### src/rtl/pipe_pkg.sv
// Shared state encoding and constants for the pipeline stage register.
// Latency: n/a (types and constants only).
// Backpressure: n/a.
package pipe_pkg;
    typedef enum logic [1:0] {
        EMPTY = 2'd0,
        ONE   = 2'd1,
        TWO   = 2'd2
    } pipe_state_t;

    localparam int unsigned EXC_NONE = 0;
    localparam int unsigned STALL_W  = 16;
endpackage

### src/rtl/pipe_slot.sv
// One storage entry (valid, pc, data, exc) with load and clear; clear wins.
// Latency: 1 cycle from load to outputs.
// Backpressure: none; the owner decides when to load or clear.
module pipe_slot
    import pipe_pkg::*;
#(
    parameter int              PC_W    = 32,
    parameter int              DATA_W  = 32,
    parameter int              EXC_W   = 5,
    parameter logic [DATA_W-1:0] NOP_VAL = '0
) (
    input  logic              clk,
    input  logic              reset,
    input  logic              load,
    input  logic              clear,
    input  logic [PC_W-1:0]   d_pc,
    input  logic [DATA_W-1:0] d_data,
    input  logic [EXC_W-1:0]  d_exc,
    output logic              valid,
    output logic [PC_W-1:0]   pc,
    output logic [DATA_W-1:0] data,
    output logic [EXC_W-1:0]  exc
);

    // Fields are cleared together with valid so an empty slot already shows NOP.
    always_ff @(posedge clk or negedge reset) begin
        if (!reset) begin
            valid <= 1'b0;
            pc    <= '0;
            data  <= NOP_VAL;
            exc   <= EXC_W'(EXC_NONE);
        end else if (clear) begin
            valid <= 1'b0;
            pc    <= '0;
            data  <= NOP_VAL;
            exc   <= EXC_W'(EXC_NONE);
        end else if (load) begin
            valid <= 1'b1;
            pc    <= d_pc;
            data  <= d_data;
            exc   <= d_exc;
        end
    end

endmodule

### src/rtl/pipe_stage_reg.sv
// Valid/ready pipeline stage register with flush and stall counter; PIPE_STAGE_SKID_EN adds a skid entry.
// Latency: 1 cycle from accept into an empty stage to out_*.
// Backpressure: in_ready drops when full (skid build: registered, no out_ready->in_ready path) or on flush.
module pipe_stage_reg
    import pipe_pkg::*;
#(
    parameter int                DATA_W  = 32,
    parameter int                PC_W    = 32,
    parameter int                EXC_W   = 5,
    parameter logic [DATA_W-1:0] NOP_VAL = '0
) (
    input  logic               clk,
    input  logic               reset,
    input  logic               flush,
    input  logic               in_valid,
    output logic               in_ready,
    input  logic [PC_W-1:0]    in_pc,
    input  logic [DATA_W-1:0]  in_data,
    input  logic [EXC_W-1:0]   in_exc,
    output logic               out_valid,
    input  logic               out_ready,
    output logic [PC_W-1:0]    out_pc,
    output logic [DATA_W-1:0]  out_data,
    output logic [EXC_W-1:0]   out_exc,
    output logic [STALL_W-1:0] stall_cnt
);

    pipe_state_t       state, state_nxt;
    logic              rdy_en;
    logic              accept, drain;
    logic              head_load, head_clear;
    logic [PC_W-1:0]   head_d_pc;
    logic [DATA_W-1:0] head_d_data;
    logic [EXC_W-1:0]  head_d_exc;

    assign accept = in_valid && in_ready;
    assign drain  = out_valid && out_ready;

    // rdy_en keeps in_ready low until the first edge after reset is released.
    always_ff @(posedge clk or negedge reset) begin
        if (!reset) begin
            state  <= EMPTY;
            rdy_en <= 1'b0;
        end else begin
            state  <= state_nxt;
            rdy_en <= 1'b1;
        end
    end

    always_comb begin
        state_nxt = state;
        if (flush) begin
            state_nxt = EMPTY;
        end else begin
            case (state)
                EMPTY: if (accept) state_nxt = ONE;
                ONE: begin
                    if (drain && !accept) state_nxt = EMPTY;
`ifdef PIPE_STAGE_SKID_EN
                    else if (accept && !drain) state_nxt = TWO;
`endif
                end
`ifdef PIPE_STAGE_SKID_EN
                TWO: if (drain) state_nxt = ONE;
`endif
                default: state_nxt = EMPTY;
            endcase
        end
    end

`ifdef PIPE_STAGE_SKID_EN
    logic              head_from_skid, skid_load, skid_clear, skid_valid;
    logic [PC_W-1:0]   skid_pc;
    logic [DATA_W-1:0] skid_data;
    logic [EXC_W-1:0]  skid_exc;
`endif

    always_comb begin
        head_load  = 1'b0;
        head_clear = 1'b0;
`ifdef PIPE_STAGE_SKID_EN
        head_from_skid = 1'b0;
        skid_load      = 1'b0;
        skid_clear     = 1'b0;
`endif
        if (flush) begin
            head_clear = 1'b1;
`ifdef PIPE_STAGE_SKID_EN
            skid_clear = 1'b1;
`endif
        end else begin
            case (state)
                EMPTY: head_load = accept;
                ONE: begin
                    if (drain) begin
                        head_load  = accept;
                        head_clear = !accept;
                    end
`ifdef PIPE_STAGE_SKID_EN
                    else skid_load = accept;
`endif
                end
`ifdef PIPE_STAGE_SKID_EN
                TWO: if (drain) begin
                    head_load      = 1'b1;
                    head_from_skid = 1'b1;
                    skid_clear     = 1'b1;
                end
`endif
                default: ;
            endcase
        end
    end

`ifdef PIPE_STAGE_SKID_EN
    assign in_ready    = rdy_en && (state != TWO) && !flush;
    assign head_d_pc   = head_from_skid ? skid_pc   : in_pc;
    assign head_d_data = head_from_skid ? skid_data : in_data;
    assign head_d_exc  = head_from_skid ? skid_exc  : in_exc;

    pipe_slot #(.PC_W(PC_W), .DATA_W(DATA_W), .EXC_W(EXC_W), .NOP_VAL(NOP_VAL)) u_skid (
        .clk(clk), .reset(reset), .load(skid_load), .clear(skid_clear),
        .d_pc(in_pc), .d_data(in_data), .d_exc(in_exc),
        .valid(skid_valid), .pc(skid_pc), .data(skid_data), .exc(skid_exc)
    );

    // The skid slot is occupied exactly when the FSM sits in TWO.
    always_ff @(posedge clk) begin
        if (reset) assert (skid_valid == (state == TWO));
    end
`else
    assign in_ready    = rdy_en && (!out_valid || out_ready) && !flush;
    assign head_d_pc   = in_pc;
    assign head_d_data = in_data;
    assign head_d_exc  = in_exc;
`endif

    pipe_slot #(.PC_W(PC_W), .DATA_W(DATA_W), .EXC_W(EXC_W), .NOP_VAL(NOP_VAL)) u_head (
        .clk(clk), .reset(reset), .load(head_load), .clear(head_clear),
        .d_pc(head_d_pc), .d_data(head_d_data), .d_exc(head_d_exc),
        .valid(out_valid), .pc(out_pc), .data(out_data), .exc(out_exc)
    );

    always_ff @(posedge clk or negedge reset) begin
        if (!reset) begin
            stall_cnt <= '0;
        end else if (out_valid && !out_ready && (stall_cnt != '1)) begin
            stall_cnt <= stall_cnt + STALL_W'(1);
        end
    end

endmodule

### config.mk
export PLATFORM = sky130hd
export DESIGN_NAME = pipe_stage_reg
export DESIGN_NICKNAME = d
export VERILOG_FILES = /design/src/rtl/pipe_pkg.sv /design/src/rtl/pipe_slot.sv /design/src/rtl/pipe_stage_reg.sv
export SDC_FILE = /design/constraint.sdc
export NUM_CORES = 1
export LEC_CHECK = 0
export ABC_CLOCK_PERIOD_IN_PS = 2100
export CORE_AREA = 5 5 123 125
export CTS_BUF_LIST = sky130_fd_sc_hd__clkbuf_4 sky130_fd_sc_hd__clkbuf_8
export CTS_CLUSTER_DIAMETER = 150
export CTS_CLUSTER_SIZE = 16
export DETAILED_ROUTE_END_ITERATION = 10
export DIE_AREA = 0 0 128 130
export PLACE_DENSITY = 0.54
export SYNTH_ARGS = -nofsm -noshare
export SYNTH_HDL_FRONTEND = slang
export SYNTH_SLANG_ARGS = --single-unit
### constraint.sdc
create_clock -name clk -period 2.1 [get_ports clk]
set_input_delay 0.315 -clock clk [delete_from_list [all_inputs] [get_ports clk]]
set_output_delay 0.315 -clock clk [all_outputs]
set_load 0.1 [all_outputs]
# [Word level (Yosys, flattened, before mapping)]
# Index checks and enable logic that the tools add are counted.
[totals] word_cells=45 input_bits=74 reg_bits=89
[classes] eq_ne=4 reduce_logical=15 muxes=18 addsub=1
[op_table] operator="32-bit two-way mux" count=4
[op_table] operator="16-bit by 1-bit adder with 16-bit output (second input constant)" count=1
[op_table] operator="16-bit inequality test (second input constant)" count=1
[op_table] operator="5-bit two-way mux" count=2
[op_table] operator="1-bit logical AND" count=7
[op_table] operator="1-bit two-way mux" count=7
[op_table] operator="2-bit two-way mux" count=3
[op_table] operator="3-bit inequality test (second input constant)" count=2
[op_table] operator="1-bit zero test" count=4
[op_table] operator="2-bit one-hot mux with 2 select lines" count=1
[op_table] operator="2-bit by 1-bit == test with 1-bit output (second input constant)" count=1
[op_table] operator="2-bit zero test" count=1
[op_table] operator="1-bit one-hot mux with 2 select lines" count=1
[op_table] operator="2-bit AND reduction" count=1
[op_table] operator="2-bit nonzero test" count=1
[op_table] operator="1-bit logical OR" count=1

# [Depth between registers and ports, before layout]
[logic_depth] ltp_word=10 ltp_mapped=8 depth_no_buf=5

# [Cells and area by module]
# From an unflattened synthesis, not the netlist that was laid out.
[hier_totals] hier_cells=312 hier_area_um2=3782.4
[modules_own_cells] module="pipe_slot" seq_area_each_um2=1751.7 area_each_um2=2857.7 cells_per_inst=226 n_inst=1
[modules_own_cells] module="pipe_stage_reg" seq_area_each_um2=450.4 area_each_um2=924.6 cells_per_inst=86 n_inst=1

# [Least setup slack after synthesis]
# Ideal clock, no wire load.
[synth_timing] kind="register to output" start="register u_head.valid" end="output in_ready" path_stages_with_launch=4 t_arrival_ns=3.394 path_slack_ns=-1.609 path_cell_list="dfrtp_1 nor2b_1 buf_4 nor3b_1"
[synth_via] elab_chain_len=4
[synth_rtl] element="start, declared" line="pipe_slot.sv:19" text="output logic valid,"
[synth_rtl] element="start signal, assigned" line="pipe_slot.sv:28" text="valid <= 1'b0;"
[synth_rtl] element="start signal, assigned" line="pipe_slot.sv:33" text="valid <= 1'b0;"
[synth_rtl] element="start signal, assigned" line="pipe_slot.sv:38" text="valid <= 1'b1;"
[synth_rtl] element="1-bit zero test" line="pipe_stage_reg.sv:132" text="assign in_ready = rdy_en && (!out_valid || out_ready) && !flush;"
[synth_rtl] element="1-bit logical OR" line="pipe_stage_reg.sv:132"
[synth_rtl] element="1-bit logical AND (2 in a row)" line="pipe_stage_reg.sv:132"
[synth_rtl] element="end, declared" line="pipe_stage_reg.sv:16" text="output logic in_ready,"
# No other way between the ends.

# [Worst setup path after layout]
# Ends and elaborated chain as after synthesis.

==> out/metrics.yaml <==
status: "completed"
slew_viol_final: 0
static-leakage-power_nw: 2.53
wl_per_cell_um: 16.4
h-tree-depth: 3
utilization_pct: 38.5
r2r_start: "stall_cnt[0]"
end_kind: "output port"
multi_input_area_um2: 1110
numCtsBuffers: 9
synth_nets: 319
syn_to_final_growth_pct: 56.3
reg2reg_slack_ns: 0.29
grt_pass1_wl_um: 15400
clkTransAtPathRegs_ns: 0.09
yosys.cell_types.count: 38
fin_crit_sh_pct: 90.4
final.fill_count: 1357
r2r-end: "stall_cnt[1]"
slew-limit-headroom_pct: 65.4
antenna_found_initial: 0
numClockSinks: 88
ctsResizeCount: 0
insertedDiodeCount: 0
path_class: "reg -> out"
peakVddDrop_v: 0.000966
cts_buffer_depth: 2
setup_viol: 0
syn_avg_cell_area_um2: 13.9
drc: 0
r2r_cells: 5
ys_top_cells_by_area: "dfrtp_1 (65%), a22o_1 (18%), xor2_1 (2.3%), buf_2 (1.2%), nand3_1 (1.0%)"
first_pass_iters: 4
grtUsageTotal_pct: 11.9
finalHoldViolCount: 0
startpoint: "u_head.valid"
worstSkewPairLatency_ns: 0.37
total_power_mw: 4.61
seq_area_um2: 2220
drtIter0Drc: 67
cts-root-buf: "clkbuf_8"
nets: 483
fmax_mhz: 527
critical_path.cell_chain: "nor2b_1, buf_4, nor3b_4, buf_12"
startpoint_type: "flop"
grt_overflow_total: 0
row_count: 43
grt_pass1_vias: 2805
p_per_area_nw_per_um2: 869
initial_core_util_pct: 24.6
ant_nets: 0
yosysTopAreaCellShare_pct: 64.9
yosys.area.top_type: "dfrtp_1"
io_buffers: 160
via_per_inst: 4.51
cap_violations: 0
dieWidth_um: 128
synth_area_um2: 3390
crit_slowest_cell: "dfrtp_2"
cts.hold.buffers_added: 1
rsz0062_at_grt: "no"
layout.cells.non_filler: 593
worstPathRequired_ns: 1.78
fin_skew_ns: 0.00989
core-area_um2: 13800
tritoncts: "done"
synth-warning-count: 0
routed_wl_um: 9750
fin_crit_ns: 1.90
die-area_um2: 16600
postSynthCellCount: 244
dp.cells: 576
die_height_um: 130
ios: 161
cts_setup_buffers: 0
crit_path_max_incr_delay_ns: 0.45
worst-slew-pin-transition_ns: 0.519
vias: 2675
yosysSeqAreaShare_pct: 64.9
drive_gt1_share_pct: 34.4
synth-seq-cells: 88
crit_fanout: 6
finalWeightedCongestion: 0.746
tns_ns: 0
worstPathArrival_ns: 1.58
dp_hpwl_um: 6940
hold_path.class: "in -> async"
grt_max_degree: 53
endpoint: "in_ready"
[metal layers]
metal / vias to the layer above / track usage (%) / part of all wire, %
li1: 1255 / - / -
met1: 1306 / 16.1 / 45
met2: 97 / 17.8 / 46
met3: 17 / 3.19 / 6.6
met4: 0 / 5.93 / 2.6
met5: - / 0 / 0
[sequential cells by signal (all words and copies together) (netlist names)]
name / cells
state: 1
u_head.valid: 1
u_head.exc: 5
stall_cnt: 16
u_head.pc: 32
rdy_en: 1
u_head.data: 32
[where the power goes]
part | total [mW] | switching [mW] | internal (mW)
Clock | 1.33 | 0.644 | 0.682
Combinational | 1.37 | 0.998 | 0.375
Sequential | 1.91 | 0.101 | 1.81
Total | 4.61 | 1.74 | 2.86
[per-stage QoR]
stage	setup WS [ns]	hold WS, ns	area, um2
2_1_floorplan	-0.0379	0.0194	3420
3_3_place_gp	0.147	0.325	5060
3_5_place_dp	0.0903	0.336	5060
4_1_cts	0.153	0.440	5300
5_1_grt	0.107	0.479	5300
6_report	0.202	0.444	5300
[layout make-up]
type,count,area share (%)
Multi-Input combinational cell,138,21.0
Clock buffer,9,2.34
Tap cell,180,4.25
Timing Repair Buffer,170,28.5
Inverter,1,0.0708
Sequential cell,88,41.9
Clock inverter,7,1.94
[placed cells by master (no fill, tap or decap), types with 2 or more instances in the layout]
master	count
a22o_1	69
and3_1	2
buf_12	4
buf_4	93
bufinv_16	2
clkbuf_8	9
clkdlybuf4s50_1	72
clkinv_4	2
dfrtp_1	71
dfrtp_2	17
inv_6	2
nand2_1	9
nand2b_1	2
nand3_1	7
nand4_1	5
nor2_1	2
nor3_1	5
nor4_1	2
or2_2	2
xnor2_1	3
xor2_1	9
[logic make-up (layout without fill, tap and decap cells)]
group / Yosys count / in the layout / synth area share (%)
xor+xnor: 12 / 12 / 3.10
fa+ha+maj: 1 / 1 / 0.369
simple gates: 44 / 44 / 7.89
flops: 88 / 88 / 64.9
other cells: 1 / 1 / 0.111
buf+inv: 18 / 187 / 2.84
compound gates: 78 / 78 / 20.0
mux: 2 / 2 / 0.774
[worst min path at each step]
stage          start       endpoint
2_1_floorplan  reset         rdy_en
5_1_grt        reset  u_head.pc[19]
3_3_place_gp   reset  u_head.pc[19]
3_5_place_dp   reset  u_head.pc[19]
6_report       reset  u_head.pc[19]
4_1_cts        reset  u_head.pc[19]
[critical path, delay by kind of cell, from the launching register on]
kind | cells | cell delay, ns
buffers and inverters | 2 | 0.37
flip-flops | 1 | 0.45
AND/OR/NAND/NOR | 2 | 0.40
[synthesized netlist by cell type (all sizes together)]
cell     number
a21oi         2
a221oi        1
a22o         69
a311oi        1
a31oi         1
and3          2
and4          1
and4b         1
buf          11
clkbuf        6
conb          1
dfrtp        88
ha            1
inv           1
mux2          2
nand2         9
nand2b        2
nand3         7
nand4         6
nor2          3
nor2b         1
nor3          5
nor3b         1
nor4          4
o2111ai       1
o211ai        1
o21a          1
o41ai         1
or2           2
xnor2         3
xor2          9
No activity file was read; power rests on OpenSTA's default activity.
